**config.mk**
```make
export PLATFORM = sky130hd
export DESIGN_NAME = hazard_scoreboard_flat
export DESIGN_NICKNAME = d
export VERILOG_FILES = /design/src/rtl/hazard_scoreboard_if.sv /design/src/rtl/hazard_scoreboard.sv /design/src/flat_wrapper.sv
export SDC_FILE = /design/constraint.sdc
export NUM_CORES = 1
export LEC_CHECK = 0
export CAP_MARGIN = 20
export CORE_MARGIN = 2
export CORE_UTILIZATION = 54
export DETAILED_ROUTE_END_ITERATION = 7
export DONT_BUFFER_PORTS = 1
export GPL_TIMING_DRIVEN = 0
export PLACE_DENSITY = 0.72
export SKIP_LAST_GASP = 1
export SLEW_MARGIN = 30
export SYNTH_ARGS = -nofsm -noshare
export SYNTH_HDL_FRONTEND = slang
export SYNTH_SLANG_ARGS = --single-unit
```
**constraint.sdc**
```tcl
create_clock -name clk -period 1.95 [get_ports clk]
set_input_delay 0.39 -clock clk [delete_from_list [all_inputs] [get_ports clk]]
set_output_delay 0.39 -clock clk [all_outputs]
set_load 0.02 [all_outputs]
```
**src/rtl/hazard_scoreboard_if.sv**
```systemverilog
// ID-stage hazard bus: instruction descriptor in, forward selects and stall out.
// The master drives the ID instruction; the slave (scoreboard) answers combinationally.
interface hazard_scoreboard_if #(
   parameter int unsigned STAGES = 3,
   parameter int unsigned AREG   = 5,
   parameter int unsigned NSRC   = 2,
   parameter int unsigned SELW   = 3
);
   logic                   id_valid;
   logic [NSRC*AREG-1:0]   id_src;
   logic [NSRC-1:0]        id_src_used;
   logic [AREG-1:0]        id_dst;
   logic                   id_wr;
   logic                   id_load;
   logic                   id_flush;
   logic                   stall;
   logic [NSRC*SELW-1:0]   fwd_sel;
   logic [STAGES-1:0]      busy_mask;

   modport master (
      output id_valid, id_src, id_src_used, id_dst, id_wr, id_load, id_flush,
      input  stall, fwd_sel, busy_mask
   );

   modport slave (
      input  id_valid, id_src, id_src_used, id_dst, id_wr, id_load, id_flush,
      output stall, fwd_sel, busy_mask
   );
endinterface

```
**src/rtl/hazard_scoreboard.sv**
```systemverilog
// Pipeline write scoreboard: per-operand forward selects and load-use stall for ID.
// Optional HAZARD_STALL_CNT_EN adds a saturating 32-bit stall cycle counter.
module hazard_scoreboard #(
   parameter int unsigned STAGES     = 3,
   parameter int unsigned AREG       = 5,
   parameter int unsigned NSRC       = 2,
   parameter int unsigned LOAD_STAGE = 1,
   parameter int unsigned SELW       = 3
) (
   input  logic               clk,
   input  logic               reset,
   hazard_scoreboard_if.slave idBus
`ifdef HAZARD_STALL_CNT_EN
   ,
   output logic [31:0]        stall_cnt
`endif
);

   localparam int unsigned CNTW = 32;

   typedef struct packed {
      logic            v;
      logic            wr;
      logic            ld;
      logic [AREG-1:0] dst;
   } entryT;

   entryT               entries [STAGES];
   entryT               newEntry;
   logic [STAGES-1:0]   live;
   logic [STAGES-1:0]   busyMask;
   logic [NSRC-1:0]     opHaz;
   logic [NSRC*SELW-1:0] selRaw;
   logic [NSRC*SELW-1:0] fwdSel;
   logic                stallNow;
   logic                accept;

   // Live entries are the ones that will actually update a non-zero register.
   always_comb begin
      live     = '0;
      busyMask = '0;
      for (int k = 0; k < int'(STAGES); k++) begin
         busyMask[k] = entries[k].v && entries[k].wr;
         live[k]     = busyMask[k] && (entries[k].dst != '0);
      end
   end

   // Scan oldest to youngest so the youngest match is the one left standing.
   always_comb begin
      opHaz  = '0;
      selRaw = '0;
      for (int i = 0; i < int'(NSRC); i++) begin
         if (idBus.id_src_used[i]) begin
            for (int k = int'(STAGES) - 1; k >= 0; k--) begin
               if (live[k] && (entries[k].dst == idBus.id_src[i*AREG +: AREG])) begin
                  selRaw[i*SELW +: SELW] = SELW'(k + 1);
                  opHaz[i]               = entries[k].ld && (k < int'(LOAD_STAGE));
               end
            end
         end
      end
   end

   // Flush and reset both override a pending load-use hazard.
   always_comb begin
      stallNow = !reset && idBus.id_valid && !idBus.id_flush && (|opHaz);
      fwdSel   = selRaw;
      for (int i = 0; i < int'(NSRC); i++) begin
         if (stallNow && opHaz[i]) begin
            fwdSel[i*SELW +: SELW] = '0;
         end
      end
   end

   always_comb begin
      accept   = idBus.id_valid && !idBus.id_flush && !stallNow;
      newEntry = '0;
      if (accept) begin
         newEntry.v   = 1'b1;
         newEntry.wr  = idBus.id_wr;
         newEntry.ld  = idBus.id_load;
         newEntry.dst = idBus.id_dst;
      end
   end

   assign idBus.stall     = stallNow;
   assign idBus.fwd_sel   = fwdSel;
   assign idBus.busy_mask = busyMask;

   // Older entries always advance; a stall only replaces the incoming entry with a bubble.
   always_ff @(posedge clk) begin
      if (reset) begin
         for (int k = 0; k < int'(STAGES); k++) begin
            entries[k] <= '0;
         end
      end else begin
         entries[0] <= newEntry;
         for (int k = 1; k < int'(STAGES); k++) begin
            entries[k] <= entries[k-1];
         end
      end
   end

`ifdef HAZARD_STALL_CNT_EN
   logic [CNTW-1:0] stallCnt;

   always_ff @(posedge clk) begin
      if (reset) begin
         stallCnt <= '0;
      end else if (stallNow && (stallCnt != '1)) begin
         stallCnt <= stallCnt + CNTW'(1);
      end
   end

   assign stall_cnt = stallCnt;
`endif

endmodule

```
**src/flat_wrapper.sv**
```systemverilog
// flat-port wrapper written by rule: the top's interface ports become plain ports
module hazard_scoreboard_flat 
#(
   parameter int unsigned STAGES     = 3,
   parameter int unsigned AREG       = 5,
   parameter int unsigned NSRC       = 2,
   parameter int unsigned LOAD_STAGE = 1,
   parameter int unsigned SELW       = 3
)
  (clk, reset, idBus_id_valid, idBus_id_src, idBus_id_src_used, idBus_id_dst, idBus_id_wr, idBus_id_load, idBus_id_flush, idBus_stall, idBus_fwd_sel, idBus_busy_mask);
  hazard_scoreboard_if #(.STAGES(STAGES), .AREG(AREG), .NSRC(NSRC), .SELW(SELW)) idBus_i ();
  input  logic clk;
  input  logic reset;
  input wire logic [$bits(idBus_i.id_valid)-1:0] idBus_id_valid;
  input wire logic [$bits(idBus_i.id_src)-1:0] idBus_id_src;
  input wire logic [$bits(idBus_i.id_src_used)-1:0] idBus_id_src_used;
  input wire logic [$bits(idBus_i.id_dst)-1:0] idBus_id_dst;
  input wire logic [$bits(idBus_i.id_wr)-1:0] idBus_id_wr;
  input wire logic [$bits(idBus_i.id_load)-1:0] idBus_id_load;
  input wire logic [$bits(idBus_i.id_flush)-1:0] idBus_id_flush;
  output wire logic [$bits(idBus_i.stall)-1:0] idBus_stall;
  output wire logic [$bits(idBus_i.fwd_sel)-1:0] idBus_fwd_sel;
  output wire logic [$bits(idBus_i.busy_mask)-1:0] idBus_busy_mask;
  assign idBus_i.id_valid = idBus_id_valid;
  assign idBus_i.id_src = idBus_id_src;
  assign idBus_i.id_src_used = idBus_id_src_used;
  assign idBus_i.id_dst = idBus_id_dst;
  assign idBus_i.id_wr = idBus_id_wr;
  assign idBus_i.id_load = idBus_id_load;
  assign idBus_i.id_flush = idBus_id_flush;
  assign idBus_stall = idBus_i.stall;
  assign idBus_fwd_sel = idBus_i.fwd_sel;
  assign idBus_busy_mask = idBus_i.busy_mask;
  hazard_scoreboard #(.STAGES(STAGES), .AREG(AREG), .NSRC(NSRC), .LOAD_STAGE(LOAD_STAGE), .SELW(SELW)) u_core (.clk(clk), .reset(reset), .idBus(idBus_i));
endmodule
```
==> impl_summary.md, run 1 <==
Global route
For this run, the total global-route usage over all layers was measured as 20.5%. The number of antenna violations at the first check in global routing is 0. The via count of the first global-routing pass is 881. The first global-routing pass estimated 3840 um of wire. The total congestion overflow is 0.

Entering global routing, the biggest net connects 13 pins.

Route
After detailed routing, the met3 layer carries 211 um of wire. The top layer used by detailed routing is met4. The pre-antenna-repair detailed-routing pass consisted of 4 iterations. For this block, wires on met1 add up to 1030 um. The first routing iteration left 7 violations. The count of nets left with antenna violations once routing finished came out at 0.

The detailed-route DRC error count is 0. After detailed routing, the average wire length per cell comes to 15.4 um. The total routed wirelength is 2620 um. The via count normalized by instance count is 5.41. The length of routed met2 wiring is 1340 um. The count of vias placed by the detailed router is 919.

Logic synthesis
The total of flip-flops plus latches after synthesis is 22. By count the netlist is led by sky130_fd_sc_hd__dfxtp_1, sky130_fd_sc_hd__xnor2_1, sky130_fd_sc_hd__nor2b_1, sky130_fd_sc_hd__nand2_1, sky130_fd_sc_hd__xor2_1. A synthesized cell averages 8.84 um2.

The most used flip-flop cell after synthesis is sky130_fd_sc_hd__dfxtp_1. The share of async-settable or async-resettable flops after synthesis is 0%. The biggest area contributor in the post-synthesis netlist is sky130_fd_sc_hd__dfxtp_1. The cell with the most instances after synthesis is sky130_fd_sc_hd__dfxtp_1. Sorting the synthesized cells by area gives the leading types as sky130_fd_sc_hd__dfxtp_1, sky130_fd_sc_hd__xnor2_1, sky130_fd_sc_hd__nor2b_1. The distinct cell type count after synthesis is 27. The synthesized design contains 0 enable-type register cells. Summed over its instances, the top area cell type makes up 38.9% of the synthesized netlist area. The post-synthesis instance total is 128.

Of the synthesized area, sequential elements account for 38.9%. The post-synth design cell area is 1130 um2. During synthesis, Yosys emitted a total of 0 warnings.

Status
The checks that failed: setup timing. The flow ran to the end, but the final reports show violations.

Floorplanning
Once the floorplan was initialized, standard cells occupied 57.7% of the core. The initialized floorplan defines 16 standard-cell rows. 33 I/O pins were placed.

The floorplan step set the die width to 49.8 um. The die covers 2480 um2. The standard cell core area is 1960 um2. The height of the chip is 49.8 um.

Worst setup path
At the worst endpoint, the required time is 1.56 ns. STA classifies the critical path startpoint as a flop. The data arrival time of the critical path is 2.05 ns. By startpoint and endpoint, the worst setup path is classified as flop to primary output. In this run the worst path has a maximum fanout of 3. The worst setup path is captured at a primary output.

Clocking
The total of hold buffers inserted after clock tree synthesis is 0. The longest clock path from root to sink contains 2 buffers. The clock transition at the registers of the reported paths is 0.12 ns. The H-tree depth reported by CTS is 1. CTS saw 22 sinks.

In this run the clock root is driven by a sky130_fd_sc_hd__clkbuf_4. The number of clock buffers added by TritonCTS is 3. At the later pin of the worst-skew pair, clock insertion delay measures 0.30 ns. TritonCTS built the clock tree.

Timing
The minimum clock period is 2.44 ns. Setup repair after global routing could not meet its margin everywhere. Once routing completed, OpenROAD measured the worst setup slack at -0.488 ns. The worst path uses 125% of the clock period. The total count of max-transition violations in the final report is 0. Setup violations remaining at the end of the flow were counted as 5. The final-report hold violation count was 0. On the final layout, the worst clock skew is 0.00374 ns. The maximum clock frequency is 410 MHz.

Placed design
Timing analysis after detailed placement gives a worst setup slack of -0.219 ns. Routability-driven placement finished with a final weighted congestion of 0.947. The HPWL after detailed placement is 1730 um.

The number of buffers inserted by port buffering is 0.

Final layout
The fraction of layout cells with a size suffix above 1 is 37.1%. In the final layout, the registers with the most flip-flops are u_core.entries x22. For this run, the post-layout net count is 167.

Compared with the post-synthesis result, the final layout area differs by 27.4%. The number of flip-flops in the largest register is 22. The layout has 138 filler cells.

The combined area of the multi-input logic cells is 805 um2. The sequential cell area is 462 um2. The largest register by flop count is u_core.entries. The diode insertion count for antenna repair is 0.

Power
The worst IR drop on VDD is 0.422 mV. The power density normalized to cell area is 554 nW/um2. The total leakage power is 0.551 nW.

The design draws 0.000798 W.

Run
Across the run, the number of max-cap violations was 0.

Worst hold path
The path class of the tightest hold or removal check is input port to flop.
where the power goes:
group	switching, W	internal (W)	total [W]
Clock	0.000130	0.000114	0.000243
Sequential	0.00000831	0.000455	0.000464
Combinational	0.0000441	0.0000472	0.0000913
Total	0.000182	0.000616	0.000798
worst paths after layout:
kind | start | end | slack (ns) | depth (start not counted)
worst max register to register | u_core.entries[0][1]$_SDFF_PP0_ | u_core.entries[0][7]$_SDFF_PP0_ | 0.43 | 5
worst min-delay path | reset | u_core.entries[0][17]$_SDFF_PP0_ | 0.13 | 1
worst max-delay path | u_core.entries[0][9]$_SDFF_PP0_ | idBus_fwd_sel[0] | -0.49 | 5
worst min register to register | u_core.entries[0][6]$_SDFF_PP0_ | u_core.entries[0][14]$_SDFF_PP0_ | 0.47 | 1
routing by layer:
| metal | vias up | GRT usage, % |
|---|---|---|
| met5 | - | 0 |
| met1 | 424 | 25.6 |
| met4 | 0 | 8.80 |
| met2 | 42 | 32.9 |
| li1 | 449 | - |
| met3 | 4 | 5.76 |
stage by stage:
step / hold WS (ns) / util [%] / instances / setup TNS, ns / cell area (um2)
6_report: 0.131 / 73.5 / 170 / -1.72 / 1440
5_1_grt: 0.106 / 73.5 / 170 / -2.10 / 1440
4_1_cts: 0.126 / 68.5 / 167 / -1.74 / 1340
3_5_place_dp: 0.446 / 60.6 / 156 / -0.422 / 1190
3_3_place_gp: 0.439 / 60.6 / 156 / -0.340 / 1190
2_1_floorplan: 0.429 / - / 129 / -0.117 / 1150
timing repair:
item	4_1_cts	5_1_grt
setup buffers	7	3
hold endpoints to repair	0	0
pin swaps	12	13
setup endpoints to repair	5	5
resized for setup	23	15
final cells by class:
type,count,share of cell area [%]
Buffer,4,1.56
Clock buffer,4,2.52
Tap cell,27,2.34
Inverter,2,0.521
Timing Repair Buffer,10,5.21
Sequential cell,22,32.0
Multi-Input combinational cell,101,55.8
logic make-up after synthesis:
logic type,share of synthesized area (%)
AOI/OAI and AO/OA,5.64
other,0.332
DFF,38.9
xor gates and xnor gates,23.2
and+or+nand+nor,29.2
buffers and inverters,2.65
worst max-delay path, cell delays in order, from the launching register on:
cell,delay [ns]
sky130_fd_sc_hd__dfxtp_4,0.36
sky130_fd_sc_hd__or4_4,0.56
sky130_fd_sc_hd__o21ai_4,0.17
sky130_fd_sc_hd__nor4_2,0.08
sky130_fd_sc_hd__or3_4,0.38
sky130_fd_sc_hd__a21oi_4,0.20
layout by cell type (no fill, tap or decap), drive strengths merged:
cell type / instances
a21oi: 2
o21a: 2
nor3b: 2
nand2b: 1
or4: 5
nor2b: 15
nor4: 3
nor2: 8
or3: 1
nand2: 12
clkinv: 1
clkbuf: 6
inv: 1
dfxtp: 22
conb: 2
xnor2: 20
o21ai: 3
o211a: 2
nand3: 5
nor3: 3
nor4b: 1
buf: 12
xor2: 10
and2: 4
No activity file was read; power rests on OpenSTA's default activity.
==> run 2: changes to the inputs <==
--- a/config.mk
+++ b/config.mk
@@ -6,14 +6,14 @@
 export NUM_CORES = 1
 export LEC_CHECK = 0
 export CAP_MARGIN = 20
+export CORE_ASPECT_RATIO = 0.5
 export CORE_MARGIN = 2
-export CORE_UTILIZATION = 54
+export CORE_UTILIZATION = 23
 export DETAILED_ROUTE_END_ITERATION = 7
 export DONT_BUFFER_PORTS = 1
 export GPL_TIMING_DRIVEN = 0
-export PLACE_DENSITY = 0.72
 export SKIP_LAST_GASP = 1
-export SLEW_MARGIN = 30
+export SLEW_MARGIN = 5
 export SYNTH_ARGS = -nofsm -noshare
 export SYNTH_HDL_FRONTEND = slang
 export SYNTH_SLANG_ARGS = --single-unit
==> impl_summary.md, run 2 (same netlist as run 1, synthesis figures left out) <==
Timing
Counting I/O delays and the setup requirement, the final critical path takes 2.41 ns. The post-route clock skew is 0.00253 ns. The final critical path takes up 124% of the cycle. The maximum clock frequency is 414 MHz. For the pin with the worst max-slew slack, the measured transition is 0.516 ns.

The worst setup slack after layout is -0.465 ns. The final-report hold violation count is 0. Setup repair after global routing could not meet its margin everywhere. The worst pin sits at a relative slew slack of 65.4%.

The worst hold margin is 0.188 ns. The accumulated negative setup slack is -1.47 ns. The total count of max-transition violations in the final report is 0.

Setup violations remaining at the end of the flow were counted as 5.

Worst setup path
The worst-case reg-to-reg path depth is 7. For flop-to-flop paths, the worst setup slack is 0.43 ns. The worst setup path is launched from a flop. The launch instance of the worst register-to-register path is u_core.entries[0][3]$_SDFF_PP0_. The end of the worst register-to-register path is u_core.entries[0][2]$_SDFF_PP0_. The worst setup path is of the flop to primary output kind. Data on the critical path arrives at its endpoint at 2.02 ns. Along the worst path, the maximum fanout reaches 3.

The critical path required time is 1.56 ns. The sort of element at the end of the critical path is a primary output.

Clocking
The total of hold buffers inserted after clock tree synthesis is 0. The H-tree depth reported by CTS is 1. The tree built by TritonCTS fans out to 22 sinks.

The longest clock path from root to sink contains 2 buffers. The CTS buffer count is 3. The clock transition at the registers of the reported paths is 0.07 ns. The TritonCTS clock tree is built. The clock network latency to the later pin of the worst-skew pair is 0.25 ns. The CTS root buffer is sky130_fd_sc_hd__clkbuf_8.

Placed design
The last weighted congestion value of the routability-driven placer is 0.851. Before CTS, the worst setup slack after placement is -0.213 ns. The number of buffers inserted by port buffering is 0. The HPWL after detailed placement is 2100 um.

Final layout
In the layout the commonest cells are sky130_fd_sc_hd__nor2b_1, sky130_fd_sc_hd__xnor2_1, sky130_fd_sc_hd__buf_4. The largest register by flop count is u_core.entries. The largest registers in the layout are u_core.entries x22. The library cell used most frequently in the layout, excluding fill and tap cells, is sky130_fd_sc_hd__nor2b_1.

The diode insertion count for antenna repair is 0. The number of flip-flops in the largest register is 22. The signed area change from the synthesized netlist to the final layout is 37.3%. In the final layout, the share of cells above drive strength 1 is 39.9%. The number of nets in the layout is 168.

Power
Cell internal power was estimated by the tool at 0.000644 W. The total leakage power is 0.577 nW. The sequential cell fraction of total power is 55.1%.

The power density normalized to cell area is 538 nW/um2. In this run switching power makes up 22.9% of total power. Per report_power, the clock group accounts for 32.6% of the total. The combinational power share is 12.2%.

The reported net switching power is 0.000192 W. Across the VDD grid, the largest voltage drop is 0.211 mV.

Worst hold path
In this run the most critical hold path is launched from reset. Along the worst hold path, the cell count comes to 1. The worst min-delay path class is input port to flop. For hold timing, the worst endpoint is u_core.entries[0][16]$_SDFF_PP0_.

Route
For this run, the detailed router's first-pass iteration total came to 4. The detailed router's first-iteration violation count is 47. For this run, design rule violations remaining after detail routing come to 0.

In the routed layout, each cell is associated on average with a via count of 4.24. The routed wire length per instance is 14.0 um. The count of vias placed by the detailed router is 886. The number of nets still failing antenna checks after routing is 0. The final layout contains routed wiring with a total length of 2940 um.

Global route
The total routing usage reported by global routing is 10.1%. The number of antenna violations at the first check in global routing is 0. The via count of the first global-routing pass is 832. The largest net degree at the start of global routing is 12.

The wire length of the first global-routing pass is 4060 um. The total congestion overflow is 0.

Floorplanning
The boundary pin count is 33. The number of standard-cell rows in the floorplan is 17. In this run the horizontal extent of the chip is 103 um.

Once the floorplan was initialized, standard cells occupied 24.8% of the core. The die covers 5530 um2. The height of the chip is 53.6 um. The standard cell core area is 4550 um2.

Status
The final reports fail on setup timing. The run finished, with violations left.

Run
Max-cap violations in this run came to 0.
run 2: power groups by stage:
| stage | Combinational, W | Sequential, W | Clock (W) |
|---|---|---|---|
| 6_report | 0.000102 | 0.000461 | 0.000273 |
| 5_1_grt | 0.000111 | 0.000462 | 0.000301 |
| 4_1_cts | 0.0000770 | 0.000465 | 0.000278 |
| 3_5_place_dp | 0.0000720 | 0.000477 | 0 |
| 3_3_place_gp | 0.0000705 | 0.000477 | 0 |
| 2_1_floorplan | 0.0000637 | 0.000475 | 0 |
run 2: area by class of cell:
class / instances / area (um2)
fillers: 469 / 3000
repair buffers: 11 / 86.3
flip-flops and latches: 22 / 470
clock buffers: 3 / 41.3
multi-input cells: 101 / 842
well taps: 66 / 82.6
plain buffers: 4 / 22.5
inverters: 2 / 7.51
run 2: metrics by stage:
step / cell area [um2] / instances / utilization [%] / total power, W
after global placement: 1240 / 195 / 27.2 / 0.000547
after CTS: 1370 / 202 / 30.1 / 0.000820
after floorplan: 1150 / 129 / - / 0.000539
after global routing: 1550 / 209 / 34.1 / 0.000874
final: 1550 / 209 / 34.1 / 0.000835
after detailed placement: 1240 / 195 / 27.2 / 0.000549
run 2: how the worst max path moves through the flow:
stage	depth (start not counted)	slack, ns	startpoint	end
floorplan	5	-0.12	u_core.entries[0][1]$_SDFF_PP0_	idBus_fwd_sel[0]
global placement	5	-0.21	u_core.entries[0][23]$_SDFF_PP0_	idBus_fwd_sel[0]
detailed placement	5	-0.21	u_core.entries[0][1]$_SDFF_PP0_	idBus_fwd_sel[0]
CTS	5	-0.44	u_core.entries[0][20]$_SDFF_PP0_	idBus_fwd_sel[0]
global route	5	-0.51	u_core.entries[0][10]$_SDFF_PP0_	idBus_fwd_sel[0]
finish	5	-0.46	u_core.entries[0][10]$_SDFF_PP0_	idBus_fwd_sel[0]
run 2: routing by layer:
| metal | vias up | part of all wire [%] | routed length, um | track usage (%) |
|---|---|---|---|---|
| met4 | 0 | 0.65 | 19 | 3.95 |
| met1 | 429 | 41 | 1210 | 10.8 |
| met2 | 9 | 55 | 1610 | 19.5 |
| li1 | 446 | - | - | - |
| met5 | - | 0 | 0 | 0 |
| met3 | 2 | 3.0 | 88 | 2.47 |
run 2: worst max-delay path, cell delays in order (launching register included):
cell	delay, ns
sky130_fd_sc_hd__dfxtp_4	0.35
sky130_fd_sc_hd__or4_4	0.56
sky130_fd_sc_hd__o21ai_4	0.20
sky130_fd_sc_hd__nor4_4	0.06
sky130_fd_sc_hd__or3_4	0.40
sky130_fd_sc_hd__a21oi_4	0.20
run 2: repair_timing:
| item | CTS | global route |
|---|---|---|
| endpoints found under the hold margin | 0 | 0 |
| setup buffers | 4 | 7 |
| setup endpoints to repair | 5 | 5 |
| resized for setup | 21 | 28 |
| pin swaps | 10 | 17 |
| cloned | 0 | 0 |
==> run 3: changes to the inputs <==
==> constraint.sdc (replaced) <==
create_clock -name clk -period 2.5 [get_ports clk]
set_input_delay 0.5 -clock clk [delete_from_list [all_inputs] [get_ports clk]]
set_output_delay 0.5 -clock clk [all_outputs]
set_load 0.02 [all_outputs]
==> impl_summary.md, run 3 (same netlist as run 1, synthesis figures left out) <==
Route
Across all layers, the routed design uses 876 vias. The number of nets still failing antenna checks after routing is 0. For this run, design rule violations remaining after detail routing come to 0.

The detailed router finished its first iteration with 18 violations. The final layout contains routed wiring with a total length of 2630 um. Before antenna repair, the detailed router went through 4 iterations.

The via count normalized by instance count is 4.23. In the final routed layout, each cell accounts on average for 12.7 um.

Final layout
The number of fill cells in the layout is 478. Across the whole layout, storage elements account for 457 um2. Leaving out fill and tap cells, the most frequent cell in the layout is sky130_fd_sc_hd__xnor2_1. The combined area of the multi-input logic cells is 748 um2. The largest register by flop count is u_core.entries. At the end of the flow the core is filled with cells to 31.5%. After the last flow step, the layout net total stands at 165.

In the layout the commonest cells are sky130_fd_sc_hd__xnor2_1, sky130_fd_sc_hd__nor2b_1, sky130_fd_sc_hd__dfxtp_1. The register with the most flip-flops in the layout has 22 of them. Relative to the synthesized area, the layout overhead comes to 26.7%. The post-route netlist has 28.4% of its cells at a drive strength greater than 1. The number of antenna diodes in the final layout is 0. In the final layout, the registers with the most flip-flops are u_core.entries x22.

Worst setup path
The launching instance or port of the critical path is u_core.entries[0][10]$_SDFF_PP0_. The critical path goes through or4_4 > o21ai_4 > nor4_4 > or3_4 > a21oi_4. The number of buffers and inverters on the critical path is 0.

The critical path required time is 2.00 ns. The worst-case reg-to-reg path depth is 4. The data arrival time of the critical path is 2.05 ns.

The largest single stage delay on the critical path is 0.55 ns. The slack of the worst reg-to-reg path is 1.09 ns. The sort of element at the end of the critical path is a primary output. The cell family contributing the most delay on the critical path is simple AND/OR/NAND/NOR gates.

The worst setup path category is flop to primary output. The slowest cell on the critical path is sky130_fd_sc_hd__or4_4. The startpoint identified for the worst register-to-register timing path is u_core.entries[0][1]$_SDFF_PP0_.

The startpoint type of the worst setup path is a flop. The largest fanout on the critical path is 3. The end of the worst register-to-register path is u_core.entries[0][4]$_SDFF_PP0_.

Global route
The number of antenna violations at the first check in global routing is 0. Summed over all layers, the global routing overflow is 0. Across every metal layer, demand over resource in global routing totals 10.4%. The via count of the first global-routing pass is 863. The wire length of the first global-routing pass is 4200 um. Entering global routing, the biggest net connects 13 pins.

Timing
The post-route clock skew is 0.00224 ns. The worst setup slack after layout is -0.0484 ns. The fraction of the cycle the final worst path needs is 102%.

The final-report hold violation count is 0. The maximum clock frequency is 392 MHz. The final setup violation count is 2. The worst hold margin is 0.287 ns. The total count of max-transition violations in the final report is 0.

Setup repair after global routing could not meet its margin everywhere. The minimum clock period is 2.55 ns.

Power
The power density normalized to cell area is 476 nW/um2. The total leakage power is 0.538 nW. The worst-case IR drop observed on VDD is 0.203 mV.

Clocking
Counting every sink on the clock net gives 22. The total of hold buffers inserted after clock tree synthesis is 0. The maximum number of buffers from clock root to sink is 2. The H-tree depth reported by CTS is 1.

The clock transition at the registers of the reported paths is 0.08 ns. The TritonCTS clock tree is built. The CTS buffer count is 3. In this run the clock root is driven by a sky130_fd_sc_hd__clkbuf_8. The later pin in the worst-skew pair is clocked with a latency of 0.26 ns.

Placed design
Timing analysis after detailed placement gives a worst setup slack of -0.0810 ns. The HPWL after detailed placement is 2100 um. The last weighted congestion value of the routability-driven placer is 0.746.

Buffers placed on the I/O ports in this run total 0.

Worst hold path
The worst min-delay path endpoint is u_core.entries[0][16]$_SDFF_PP0_. Counting instances, the worst hold path has a depth of 1. The tightest min-delay check is of the input port to flop type.

The launch point of the worst hold path is reset.

Floorplanning
The initial utilization of the core area, before any placement, comes to 24.8%. During I/O placement, the number of pins put on the boundary was 33. The standard cell core area is 4550 um2. After floorplanning, the core was divided into 17 placement rows. From bottom edge to top edge, the die measures 53.6 um.

The horizontal die dimension is 103 um. The floorplan step defined a die boundary enclosing 5530 um2.

Status
The run finished, with violations left. The final reports fail on setup timing.

Run
The number of maximum-capacitance constraint violations is 0.
## run 3: report_power, final
group	switching [W]	leakage, nW	internal [W]	total [W]
Clock	0.000115	0.0288	0.000140	0.000256
Sequential	0.00000631	0.183	0.000356	0.000362
Combinational	0.0000296	0.325	0.0000344	0.0000640
Total	0.000151	0.538	0.000530	0.000682
## run 3: metrics by stage
stage	power [W]	cells	area, um2	TNS [ns]
finish	0.000682	207	1430	-0.0691
global route	0.000707	207	1430	-0.220
CTS	0.000681	203	1360	-0.0179
detailed placement	0.000428	195	1220	-0.106
global placement	0.000427	195	1220	-0.120
floorplan	0.000419	129	1130	0
## run 3: metal layers
layer | global-route usage [%] | share of wire [%]
met3 | 2.60 | 5.1
met2 | 18.8 | 50
met1 | 11.5 | 42
met5 | 0 | 0
met4 | 5.92 | 2.3
## run 3: repair_timing
| item | 4_1_cts | 5_1_grt |
|---|---|---|
| resized for setup | 18 | 11 |
| setup buffers | 4 | 4 |
| pin swaps | 7 | 6 |
| setup endpoints to repair | 3 | 3 |
| cloned | 0 | 0 |
## run 3: worst max path at each step
stage,cells past startpoint,end,slack (ns)
after floorplan,5,idBus_fwd_sel[0],0.13
after global placement,5,idBus_fwd_sel[0],-0.08
after detailed placement,5,idBus_fwd_sel[0],-0.08
after CTS,5,idBus_fwd_sel[0],-0.02
after global routing,5,idBus_fwd_sel[0],-0.12
final,5,idBus_fwd_sel[0],-0.05
## run 3: area by class of cell
class,count,share of cell area [%]
Multi-Input combinational cell,101,52.2
Sequential cell,22,31.9
Tap cell,66,5.76
Timing Repair Buffer,8,4.19
Clock buffer,4,3.84
Buffer,4,1.57
Inverter,2,0.524
